$ cat src/rtl/muldiv_if.sv
// Pipeline-side bundle for the multiply/divide unit.
// The execute/decode stages drive the master side; muldiv_unit sits on the slave side.
interface muldiv_if #(
  parameter int WIDTH = 32
);
  logic             start;
  logic [1:0]       op;
  logic [WIDTH-1:0] a;
  logic [WIDTH-1:0] b;
  logic             hi_w;
  logic             lo_w;
  logic [WIDTH-1:0] wdata;
  logic             rd_hilo;
  logic             flush;
  logic             busy;
  logic             done;
  logic             stall;
  logic [WIDTH-1:0] hi_out;
  logic [WIDTH-1:0] lo_out;

  modport master (
    output start, op, a, b, hi_w, lo_w, wdata, rd_hilo, flush,
    input  busy, done, stall, hi_out, lo_out
  );

  modport slave (
    input  start, op, a, b, hi_w, lo_w, wdata, rd_hilo, flush,
    output busy, done, stall, hi_out, lo_out
  );
endinterface

$ cat src/rtl/muldiv_unit.sv
// Multi-cycle multiply/divide sequencer owning the HI/LO registers.
// Operands are reduced to magnitudes on accept, processed unsigned
// (shift-add multiply or restoring divide over one shared 2*WIDTH
// accumulator), and sign-corrected in FIX.
// Optional build macro: MULDIV_FAST_MUL_EN -- single-cycle combinational
// MULT/MULTU; division stays iterative.
//
// state | meaning
// IDLE  | waiting; services MTHI/MTLO
// MUL   | one shift-add step per cycle
// DIV   | one restoring-divide step per cycle
// FIX   | sign correction, HI/LO write
module muldiv_unit #(
  parameter int WIDTH = 32,
  parameter int CNT_W = 6
) (
  input logic      clk,
  input logic      reset,
  muldiv_if.slave  bus
);

  typedef enum logic [1:0] {IDLE, MUL, DIV, FIX} state_t;

  state_t             state, state_nxt;
  logic [2*WIDTH-1:0] acc;
  logic [WIDTH-1:0]   opnd;
  logic [CNT_W-1:0]   cnt;
  logic               is_div, neg_res, neg_rem, div0;
  logic [WIDTH-1:0]   hi, lo;
  logic               done_q;

  logic               accept, signed_op, sign_a, sign_b, last_step;
  logic [WIDTH-1:0]   abs_a, abs_b;
  logic [WIDTH:0]     mul_sum, div_shift, div_diff;
  logic [2*WIDTH-1:0] prod_fix;
  logic [WIDTH-1:0]   quo, rem, quo_fix, rem_fix;

  // A flush in the request cycle cancels the request outright.
  assign accept    = (state == IDLE) && bus.start && !bus.flush;
  assign signed_op = !bus.op[0];
  assign sign_a    = signed_op && bus.a[WIDTH-1];
  assign sign_b    = signed_op && bus.b[WIDTH-1];
  assign abs_a     = sign_a ? -bus.a : bus.a;
  assign abs_b     = sign_b ? -bus.b : bus.b;
  assign last_step = (cnt == CNT_W'(WIDTH-1));

  // Iteration datapath: acc holds {partial, multiplier} or {remainder, quotient}.
  assign mul_sum   = {1'b0, acc[2*WIDTH-1:WIDTH]} + (acc[0] ? {1'b0, opnd} : '0);
  assign div_shift = acc[2*WIDTH-1:WIDTH-1];
  assign div_diff  = div_shift - {1'b0, opnd};

  // With a zero divisor the restoring loop leaves rem=|a|, so re-signing
  // it reproduces the original dividend; only LO needs forcing.
  assign prod_fix = neg_res ? -acc : acc;
  assign quo      = acc[WIDTH-1:0];
  assign rem      = acc[2*WIDTH-1:WIDTH];
  assign quo_fix  = div0 ? '1 : (neg_res ? -quo : quo);
  assign rem_fix  = neg_rem ? -rem : rem;

`ifdef MULDIV_FAST_MUL_EN
  logic [2*WIDTH-1:0] fast_a, fast_b, fast_prod;
  assign fast_a    = {{WIDTH{sign_a}}, bus.a};
  assign fast_b    = {{WIDTH{sign_b}}, bus.b};
  assign fast_prod = fast_a * fast_b;
`endif

  assign bus.busy   = (state != IDLE);
  assign bus.stall  = bus.busy && (bus.start || bus.rd_hilo || bus.hi_w || bus.lo_w);
  assign bus.done   = done_q;
  assign bus.hi_out = hi;
  assign bus.lo_out = lo;

  // State register.
  always_ff @(posedge clk or posedge reset) begin
    if (reset) state <= IDLE;
    else       state <= state_nxt;
  end

  // Next-state logic; flush overrides everything.
  always_comb begin
    state_nxt = state;
    case (state)
      IDLE: begin
        if (accept) begin
          if (bus.op[1]) state_nxt = DIV;
`ifdef MULDIV_FAST_MUL_EN
          else           state_nxt = IDLE;
`else
          else           state_nxt = MUL;
`endif
        end
      end
      MUL:     if (last_step) state_nxt = FIX;
      DIV:     if (last_step) state_nxt = FIX;
      FIX:     state_nxt = IDLE;
      default: state_nxt = IDLE;
    endcase
    if (bus.flush) state_nxt = IDLE;
  end

  // Operand capture, iteration steps, HI/LO writes and the done pulse.
  always_ff @(posedge clk or posedge reset) begin
    if (reset) begin
      acc     <= '0;
      opnd    <= '0;
      cnt     <= '0;
      is_div  <= 1'b0;
      neg_res <= 1'b0;
      neg_rem <= 1'b0;
      div0    <= 1'b0;
      hi      <= '0;
      lo      <= '0;
      done_q  <= 1'b0;
    end else begin
      done_q <= 1'b0;
      case (state)
        IDLE: begin
          if (accept) begin
            cnt     <= '0;
            is_div  <= bus.op[1];
            neg_res <= sign_a ^ sign_b;
            neg_rem <= sign_a;
            div0    <= (bus.b == '0);
            if (bus.op[1]) begin
              acc  <= {{WIDTH{1'b0}}, abs_a};
              opnd <= abs_b;
            end else begin
              acc  <= {{WIDTH{1'b0}}, abs_b};
              opnd <= abs_a;
            end
`ifdef MULDIV_FAST_MUL_EN
            if (!bus.op[1]) begin
              hi     <= fast_prod[2*WIDTH-1:WIDTH];
              lo     <= fast_prod[WIDTH-1:0];
              done_q <= 1'b1;
            end
`endif
          end else if (!bus.start && !bus.flush) begin
            if (bus.hi_w) hi <= bus.wdata;
            if (bus.lo_w) lo <= bus.wdata;
          end
        end
        MUL: begin
          acc <= {mul_sum, acc[WIDTH-1:1]};
          cnt <= cnt + 1'b1;
        end
        DIV: begin
          if (!div_diff[WIDTH]) acc <= {div_diff[WIDTH-1:0], acc[WIDTH-2:0], 1'b1};
          else                  acc <= {div_shift[WIDTH-1:0], acc[WIDTH-2:0], 1'b0};
          cnt <= cnt + 1'b1;
        end
        FIX: begin
          if (!bus.flush) begin
            if (is_div) begin
              hi <= rem_fix;
              lo <= quo_fix;
            end else begin
              hi <= prod_fix[2*WIDTH-1:WIDTH];
              lo <= prod_fix[WIDTH-1:0];
            end
            done_q <= 1'b1;
          end
        end
        default: ;
      endcase
    end
  end

endmodule

$ cat src/flat_wrapper.sv
// flat-port wrapper written by rule: the top's interface ports become plain ports
module muldiv_unit_flat 
#(
  parameter int WIDTH = 32,
  parameter int CNT_W = 6
)
  (clk, reset, bus_start, bus_op, bus_a, bus_b, bus_hi_w, bus_lo_w, bus_wdata, bus_rd_hilo, bus_flush, bus_busy, bus_done, bus_stall, bus_hi_out, bus_lo_out);
  muldiv_if #(.WIDTH(WIDTH)) bus_i ();
  input logic clk;
  input logic reset;
  input wire logic [$bits(bus_i.start)-1:0] bus_start;
  input wire logic [$bits(bus_i.op)-1:0] bus_op;
  input wire logic [$bits(bus_i.a)-1:0] bus_a;
  input wire logic [$bits(bus_i.b)-1:0] bus_b;
  input wire logic [$bits(bus_i.hi_w)-1:0] bus_hi_w;
  input wire logic [$bits(bus_i.lo_w)-1:0] bus_lo_w;
  input wire logic [$bits(bus_i.wdata)-1:0] bus_wdata;
  input wire logic [$bits(bus_i.rd_hilo)-1:0] bus_rd_hilo;
  input wire logic [$bits(bus_i.flush)-1:0] bus_flush;
  output wire logic [$bits(bus_i.busy)-1:0] bus_busy;
  output wire logic [$bits(bus_i.done)-1:0] bus_done;
  output wire logic [$bits(bus_i.stall)-1:0] bus_stall;
  output wire logic [$bits(bus_i.hi_out)-1:0] bus_hi_out;
  output wire logic [$bits(bus_i.lo_out)-1:0] bus_lo_out;
  assign bus_i.start = bus_start;
  assign bus_i.op = bus_op;
  assign bus_i.a = bus_a;
  assign bus_i.b = bus_b;
  assign bus_i.hi_w = bus_hi_w;
  assign bus_i.lo_w = bus_lo_w;
  assign bus_i.wdata = bus_wdata;
  assign bus_i.rd_hilo = bus_rd_hilo;
  assign bus_i.flush = bus_flush;
  assign bus_busy = bus_i.busy;
  assign bus_done = bus_i.done;
  assign bus_stall = bus_i.stall;
  assign bus_hi_out = bus_i.hi_out;
  assign bus_lo_out = bus_i.lo_out;
  muldiv_unit #(.WIDTH(WIDTH), .CNT_W(CNT_W)) u_core (.clk(clk), .reset(reset), .bus(bus_i));
endmodule
$ cat config.mk
export PLATFORM = sky130hd
export DESIGN_NAME = muldiv_unit_flat
export DESIGN_NICKNAME = d
export VERILOG_FILES = /design/src/rtl/muldiv_if.sv /design/src/rtl/muldiv_unit.sv /design/src/flat_wrapper.sv
export SDC_FILE = /design/constraint.sdc
export NUM_CORES = 1
export LEC_CHECK = 0
export ABC_AREA = 0
export CORE_ASPECT_RATIO = 0.7
export CORE_MARGIN = 2
export CORE_UTILIZATION = 48
export CTS_BUF_LIST = sky130_fd_sc_hd__clkbuf_16
export CTS_CLUSTER_SIZE = 8
export DETAILED_ROUTE_END_ITERATION = 10
export GPL_ROUTABILITY_DRIVEN = 0
export PLACE_DENSITY = 0.7
export SLEW_MARGIN = 20
export SYNTH_ARGS = -nofsm -noshare
export SYNTH_HDL_FRONTEND = slang
export SYNTH_SLANG_ARGS = --single-unit
$ cat constraint.sdc
create_clock -name clk -period 8.4 [get_ports clk]
set_input_delay 1.68 -clock clk [delete_from_list [all_inputs] [get_ports clk]]
set_output_delay 1.68 -clock clk [all_outputs]
set_load 0.05 [all_outputs]
; After elaboration in Yosys (flattened, before gate mapping)
; Cells that the tools add are included.
[word_totals]
inputBits = 105
elab_cells = 90
latch_bits = 0
n_memories = 0
ram_bits = 0
out_inout_bits = 67
register_bits = 173
mem_bits_ro = 0
[classes]
n_bitwise = 1
shift = 0
div_mod_pow = 0
mux = 33
reduce_logical = 25
order_cmp = 0
n_mul = 0
add_sub_neg = 8
n_eq_ne = 12
[ops]
columns = cell, count
row1 = $mux 32, 18
row2 = $mux 64, 3
row3 = $pmux 64 s3, 1
row4 = $neg 32->32, 4
row5 = $pmux 32 s2, 2
row6 = $neg 64->64, 1
row7 = $add 32x33->33, 1
row8 = $sub 33x32->33, 1
row9 = $logic_not 32->1, 1
row10 = $pmux 6 s2, 1
row11 = $ne 2x2->1 const B, 5
row12 = $reduce_and 5->1, 2
row13 = $mux 2, 4
row14 = $reduce_and 2->1, 4
row15 = $add 6x1->6 const B, 1
row16 = $eq 6x5->1 const B, 1
row17 = $logic_and 1x1->1, 6
row18 = $mux 6, 1
row19 = $pmux 2 s3, 1
row20 = $reduce_bool 2->1, 3
row21 = $eq 2x2->1 const B, 2
row22 = $logic_not 1->1, 3
row23 = $logic_or 1x1->1, 3
row24 = $ne 3x1->1 const B, 1
row25 = 8 further kinds, 9

; Longest topological paths before layout
; Gate-level depths: netlist of run 1.
[depth]
depth_word = 6
ltp_mapped = 15
ltp_nobuf = 13

; Worst setup path before layout of run 1
; No wires, ideal clock.
[synth_path]
path_kind = input port to output port
startpoint = in bus_lo_w
endpoint = out bus_stall
path_slack_ns = 4.362
stages = 2
t_arrival_ns = 2.358
cell_sequence = nor4_1 nor2_1
[synth_via]
elab_chain_cells = 2
[synth_rtl]
columns = element, line
row1 = start: declaration, flat_wrapper.sv:16  ; input wire logic [$bits(bus_i.lo_w)-1:0] bus_lo_w;
row2 = $logic_or 1x1->1, muldiv_unit.sv:68  ; assign bus.stall = bus.busy && (bus.start || bus.rd_hilo || bus.hi_w || bus.lo_w);
row3 = $logic_and 1x1->1, muldiv_unit.sv:68
row4 = end: declaration, flat_wrapper.sv:22  ; output wire logic [$bits(bus_i.stall)-1:0] bus_stall;
; Every way passes these cells.

; Worst setup path after layout of run 1
[layout_path]
startpoint = in bus_start
endpoint = out bus_stall
[layout_via]
elab_chain_cells = 4
[layout_rtl]
columns = element, line
row1 = start: declaration, flat_wrapper.sv:11  ; input wire logic [$bits(bus_i.start)-1:0] bus_start;
row2 = $logic_or 1x1->1 (3 in a row), muldiv_unit.sv:68
row3 = $logic_and 1x1->1, muldiv_unit.sv:68
; Every way passes these cells.

==> impl_metrics.toml, run 1 <==
[critical_path]
cp-end-kind = "output port"
r2r_start = "u_core.acc[31]"
r2r_slack_ps = 3630
path_cells = "clkdlybuf4s50_1 > nor4_1 > nor2_1 > clkdlybuf4s50_1"
reg2regPathDepth = 13
worst_ep_arrival_time_ps = 3210
cp_max_fo = 3
crit_top_cell = "clkdlybuf4s50_1"
path_class = "input port to output port"
max_stage_delay_ps = 720
cp-start-kind = "input port"
crit_path_top_delay_cell = "clkdlybuf4s50_1"
crit_required_ps = 6720
timing.rr.end = "u_core.acc[38]"

[sta]
fin_crit_ps = 4890
skew_ps = 12.5
fin_crit_sh_pct = 58.2
max_clock_freq_mhz = 204
tightest_slew_ps = 1010
slew_violations = 0
max_slew_margin_pct = 31.9
setup_viol = 0
fin_setup_tns_ps = 0
finalHoldViolCount = 0
rsz0062_at_grt = "false"

[worst_hold_path]
hp-class = "flip-flop to flip-flop"
min_from = "u_core.bus.lo_out[12]"
hold_end = "u_core.bus.lo_out[12]"
min_path_cells = 2

[route]
drt-pass1-iter-count = 6
routed_via_density = 6.25
ant_nets = 0
routed_wl_um = 51600
wl_per_cell_um = 21.2
drt_iter0_drc = 1882
drc = 0
vias = 15200

[place]
port-buffer-count = 171
hpwlAfterDp_um = 39700
dp.cells = 2400
dpl_cell_area_mm2 = 0.0169

[cts]
post_cts_buffers = 0
cts_tree = "yes"
cts_buffers = 17
clockBufferDepth = 2
clock_sink_count = 173
cts.clk_slew.worst_paths_ps = 70
cts_max_level = 4
ctsHoldBuffers = 0
cts_resized = 0
cts-root-buf = "clkbuf_16"
clock_latency_ps = 450

[global_route]
busiest_layer = "met1"
grtUsageMet2_pct = 42.7
grt_start_max_net_pins = 104
grt_pass1_vias = 13700
overflow = 0
grt_antenna_before_repair = 1
grt_pass1_wl_um = 79200
use_met1_pct = 46.9
use_met3_pct = 9.31
grt.total_usage_pct = 30.9

[synth]
synth_top_area_share_pct = 28.8
synth_area_leaders = "dfrtp_1, ha_1, a21oi_1, xnor2_1, o21ai_0"
synth_edf_count = 0
synth-main-ff-cell = "dfrtp_1"
async_flop_share_pct = 100
synthesis.area_per_instance_um2 = 7.83
synth.cell_area_mm2 = 0.0150
ys_seq_area_share_pct = 28.8
netlist-cell-type-count = 84
postSynthCellCount = 1919
syn_nets = 2099
yosysTopAreaCell = "dfrtp_1"
ys_ff_latch = 173
ys_warn_count = 0

[floorplan]
ios = 172
core_mm2 = 0.0309
start_util_pct = 48.5
rows = 54
die_w_um = 215
die_area_mm2 = 0.0327
die_y_um = 152

[status]
status = "finished clean"

[finish]
final.fill_count = 2945
drive_gt1_share_pct = 4.72
final_cells = 2433
syn2layout_area_growth_pct = 16.2
num-nets-final = 2179
stdcell_area_mm2 = 0.0175
fin_util_pct = 56.4

[flow_run]
cap_viol_max_count = 0

[power]
powerDensity_mw_per_mm2 = 387
ir_drop_uv = 198
total_power_mw = 6.76
leakagePower_nw = 7.28
## worst max-delay path, delay by kind of cell
kind	cells	cell delay, ps
buffers and inverters	2	1170
AND/OR/NAND/NOR	2	360
## metrics by stage
| step | setup slack (ps) | hold WS, ps |
|---|---|---|
| 2_1_floorplan | 2030 | 450 |
| 3_5_place_dp | 3520 | 469 |
| 6_report | 3510 | 477 |
| 5_1_grt | 3400 | 502 |
| 3_3_place_gp | 3480 | 460 |
| 4_1_cts | 3510 | 486 |
## layout by cell type (no fill, tap or decap), types with 17 or more instances in the layout
master and instances:
a211oi_1 27, a21o_1 36, a21oi_1 177, a221o_1 27, a22oi_1 22, a31oi_1 20, clkbuf_16 17, clkdlybuf4s50_1 170
dfrtp_1 173, ha_1 72, inv_1 69, mux2i_1 39, nand2_1 188, nand2b_1 17, nor2_1 204, nor3_1 47
o21ai_0 166, o21ai_1 40, o22ai_1 28, o31ai_1 24, xnor2_1 99, xor2_1 70
## logic make-up (layout without fill, tap and decap cells)
group | after synthesis | in the layout | synth area share (%)
buf+inv | 198 | 291 | 5.31
xor+xnor | 169 | 169 | 9.85
compound gates | 668 | 668 | 28.1
simple gates | 593 | 593 | 18.7
mux | 43 | 43 | 2.90
fa+ha+maj | 75 | 75 | 6.35
flops | 173 | 173 | 28.8
other cells | 0 | 1 | 0
## flip-flops by register name, summed over array words and instances, names as in the netlist
name / flops
u_core.acc: 64
u_core.neg_rem: 1
u_core.cnt: 6
u_core.opnd: 32
u_core.bus.done: 1
u_core.bus.lo_out: 32
u_core.is_div: 1
u_core.div0: 1
u_core.state: 2
u_core.bus.hi_out: 32
u_core.neg_res: 1
## power breakdown
part	internal (mW)	total, mW	switching [mW]
Combinational	1.57	4.31	2.75
Sequential	1.19	1.66	0.466
Clock	0.394	0.788	0.394
## synthesized netlist by cell type (5+ instances only)
cell type  number
xnor2_1        99
o31ai_1        24
o41ai_2         5
or3_1          15
o21ai_1        40
a22oi_1        22
or4_4           6
o22ai_1        28
nand3_1        13
or4_1          12
a221o_1        27
nor2b_1        12
a211oi_1       27
o211ai_1       10
o21ai_0       166
nand2b_1       17
nand4_1        12
and3_1         11
o21a_1          7
clkbuf_1      105
a21boi_0        5
ha_1           73
a21oi_1       178
buf_1          11
inv_1          70
nand2_1       189
a31oi_1        20
nor3_1         47
o31a_1          5
a221oi_1        7
a21o_1         36
o21bai_1       13
nor2_1        204
dfrtp_1       173
a22o_1          9
xor2_1         70
and2_1          8
mux2i_1        39
o41ai_1         8
nor4_1         12
nor3b_1         7
## metal layers
metal	vias up	part of all wire, %
met3	55	13
met2	858	40
met5	-	0
met4	0	1.8
met1	7193	45
li1	7091	-
## layout make-up
type	instances	area (um2)	share of cell area (%)
multi-input combinational	1548	9910	56.8
sequential	173	4330	24.8
timing repair buffer	187	1830	10.5
tap	420	526	3.01
clock buffer	17	425	2.44
inverter	72	275	1.58
clock inverter	15	159	0.910
antenna	1	2.50	0.0143
## how the worst max path moves through the flow
stage / from / end / slack [ps] / depth (start not counted)
after floorplan: reset / u_core.acc[0] / 2030 / 1
after global placement: bus_start / bus_stall / 3480 / 4
after detailed placement: bus_start / bus_stall / 3520 / 4
after CTS: bus_start / bus_stall / 3510 / 4
after global routing: u_core.acc[31] / u_core.acc[38] / 3400 / 13
final: bus_start / bus_stall / 3510 / 4
Note: power is estimated with default switching activity, not from simulation.
==> run 2: changes to the inputs <==
--- a/config.mk
+++ b/config.mk
@@ -13,7 +13,7 @@
 export CTS_CLUSTER_SIZE = 8
 export DETAILED_ROUTE_END_ITERATION = 10
 export GPL_ROUTABILITY_DRIVEN = 0
-export PLACE_DENSITY = 0.7
+export PLACE_DENSITY = 0.73
 export SLEW_MARGIN = 20
 export SYNTH_ARGS = -nofsm -noshare
 export SYNTH_HDL_FRONTEND = slang
==> constraint.sdc (replaced) <==
create_clock -name clk -period 4.2 [get_ports clk]
set_input_delay 0.84 -clock clk [delete_from_list [all_inputs] [get_ports clk]]
set_output_delay 0.84 -clock clk [all_outputs]
set_load 0.05 [all_outputs]
==> run 2 against run 1 <==
- total power is 100% higher
- hold slack better by 8.0 ps
- non-clock buffer count increased by 32
- clock skew is 3.6 ps lower
- worst setup slack got worse by 3200 ps
- sequential cell count unchanged
- count of clock-buffer cells in the layout did not move
- via count up 1.2%
- clock power is 110% higher
- combinational power grew 100%
- routed wire length grew 1.3%
- final area is 1.5% higher
==> impl_metrics.toml, run 2 (same netlist as run 1, synthesis figures left out) <==
[status]
status = "finished clean"

[cts]
clock_latency_ps = 460
cts_tree = "yes"
cts-root-buf = "clkbuf_16"
ctsHoldBuffers = 0
cts_buffers = 17
clock_sink_count = 173
cts_resized = 0
post_cts_buffers = 0
cts_max_level = 4
clockBufferDepth = 2
cts.clk_slew.worst_paths_ps = 70

[floorplan]
core_mm2 = 0.0309
start_util_pct = 48.5
rows = 54
ios = 172
die_area_mm2 = 0.0327
die_y_um = 152
die_w_um = 215

[global_route]
busiest_layer = "met1"
grt_pass1_wl_um = 80200
grtUsageMet2_pct = 42.6
overflow = 0
grt_pass1_vias = 14000
grt.total_usage_pct = 31.4
grt_antenna_before_repair = 1
grt_start_max_net_pins = 96
use_met3_pct = 11.7
use_met1_pct = 45.8

[route]
drc = 0
wl_per_cell_um = 21.2
routed_via_density = 6.24
drt_iter0_drc = 2020
ant_nets = 0
routed_wl_um = 52300
vias = 15400
drt-pass1-iter-count = 6

[sta]
finalHoldViolCount = 0
rsz0062_at_grt = "false"
max_clock_freq_mhz = 259
fin_crit_ps = 3860
skew_ps = 8.88
setup_viol = 0
slew_violations = 0
fin_crit_sh_pct = 91.9
tightest_slew_ps = 964
max_slew_margin_pct = 35.3
fin_setup_tns_ps = 0

[worst_hold_path]
hold_end = "u_core.bus.lo_out[13]"
hp-class = "flip-flop to flip-flop"
min_from = "u_core.bus.lo_out[13]"
min_path_cells = 2

[flow_run]
cap_viol_max_count = 0

[finish]
seq_area_mm2 = 0.00433
drive_gt1_share_pct = 6.02
diodes = 0
final_common_cell = "nor2_1"
fin_util_pct = 57.2
regMostFlops = "u_core.acc"
largest_reg_flops = 64
multi_input_area_mm2 = 0.00991
final.fill_count = 2844
final_cell_mix = "nor2_1, nand2_1, a21oi_1"
num-nets-final = 2211
syn2layout_area_growth_pct = 17.9

[critical_path]
cp-end-kind = "flip-flop"
r2r_slack_ps = 340
max_stage_delay_ps = 570
reg2regPathDepth = 14
cp_max_fo = 16
cp-start-kind = "flip-flop"
crit_path_top_delay_cell = "or4_4"
crit_required_ps = 4540
worst_ep_arrival_time_ps = 4200
path_cells = "inv_1 > ha_1 > inv_1 > fa_1 > a211oi_2 > o211ai_1 > a211oi_2 > nor4b_2 > or4_4 > nand3_4 > buf_4 > mux2i_1 > a2bb2oi_1 > o21ai_0"
r2r_start = "u_core.acc[31]"
path_class = "flip-flop to flip-flop"
timing.rr.end = "u_core.acc[48]"

[place]
hpwlAfterDp_um = 40900
port-buffer-count = 171

[power]
leakagePower_nw = 7.46
powerDensity_mw_per_mm2 = 771
ir_drop_uv = 446
## run 2: per-stage QoR
step / instance area [um2] / setup slack, ps / hold slack [ps] / instances / power (mW)
CTS: 17700 / 373 / 486 / 2464 / 13.5
finish: 17700 / 340 / 485 / 2464 / 13.6
detailed placement: 17100 / 405 / 469 / 2432 / 11.8
global route: 17700 / 97.6 / 502 / 2464 / 14.5
floorplan: 15000 / 863 / 450 / 1919 / 9.23
global placement: 17100 / 480 / 460 / 2432 / 11.6
## run 2: worst max path at each step
stage / start / end / cells past startpoint
after floorplan: u_core.acc[31] / u_core.acc[35] / 13
after global placement: bus_a[7] / u_core.acc[27] / 10
after detailed placement: bus_a[7] / u_core.acc[27] / 10
after CTS: u_core.acc[31] / u_core.acc[48] / 14
after global routing: u_core.acc[0] / u_core.acc[62] / 15
final: u_core.acc[31] / u_core.acc[48] / 14
## run 2: layout make-up
class,instances,area share (%)
clock buffer,17,2.40
clock inverter,15,0.869
inverter,72,1.55
multi-input combinational,1548,55.9
sequential,173,24.4
tap,420,2.97
timing repair buffer,219,11.8
## run 2: power by group
part | switching [mW] | internal [mW] | total [mW]
combinational | 5.54 | 3.23 | 8.77
sequential | 0.878 | 2.38 | 3.26
clock | 0.781 | 0.838 | 1.62
total | 7.20 | 6.45 | 13.6
## run 2: worst max-delay path: cells and delay by family, from the launching register on
family / cells / cell delay [ps]
and+or+nand+nor: 3 / 950
buffers and inverters: 3 / 430
muxes: 1 / 230
AOI/OAI and AO/OA: 5 / 1110
DFF: 1 / 380
adders and majority gates: 2 / 630
## run 2: metal layers
layer,vias to the layer above,routed length (um)
met5,-,9
met4,2,1400
met3,82,7320
met2,929,20500
met1,7212,23100
li1,7156,-
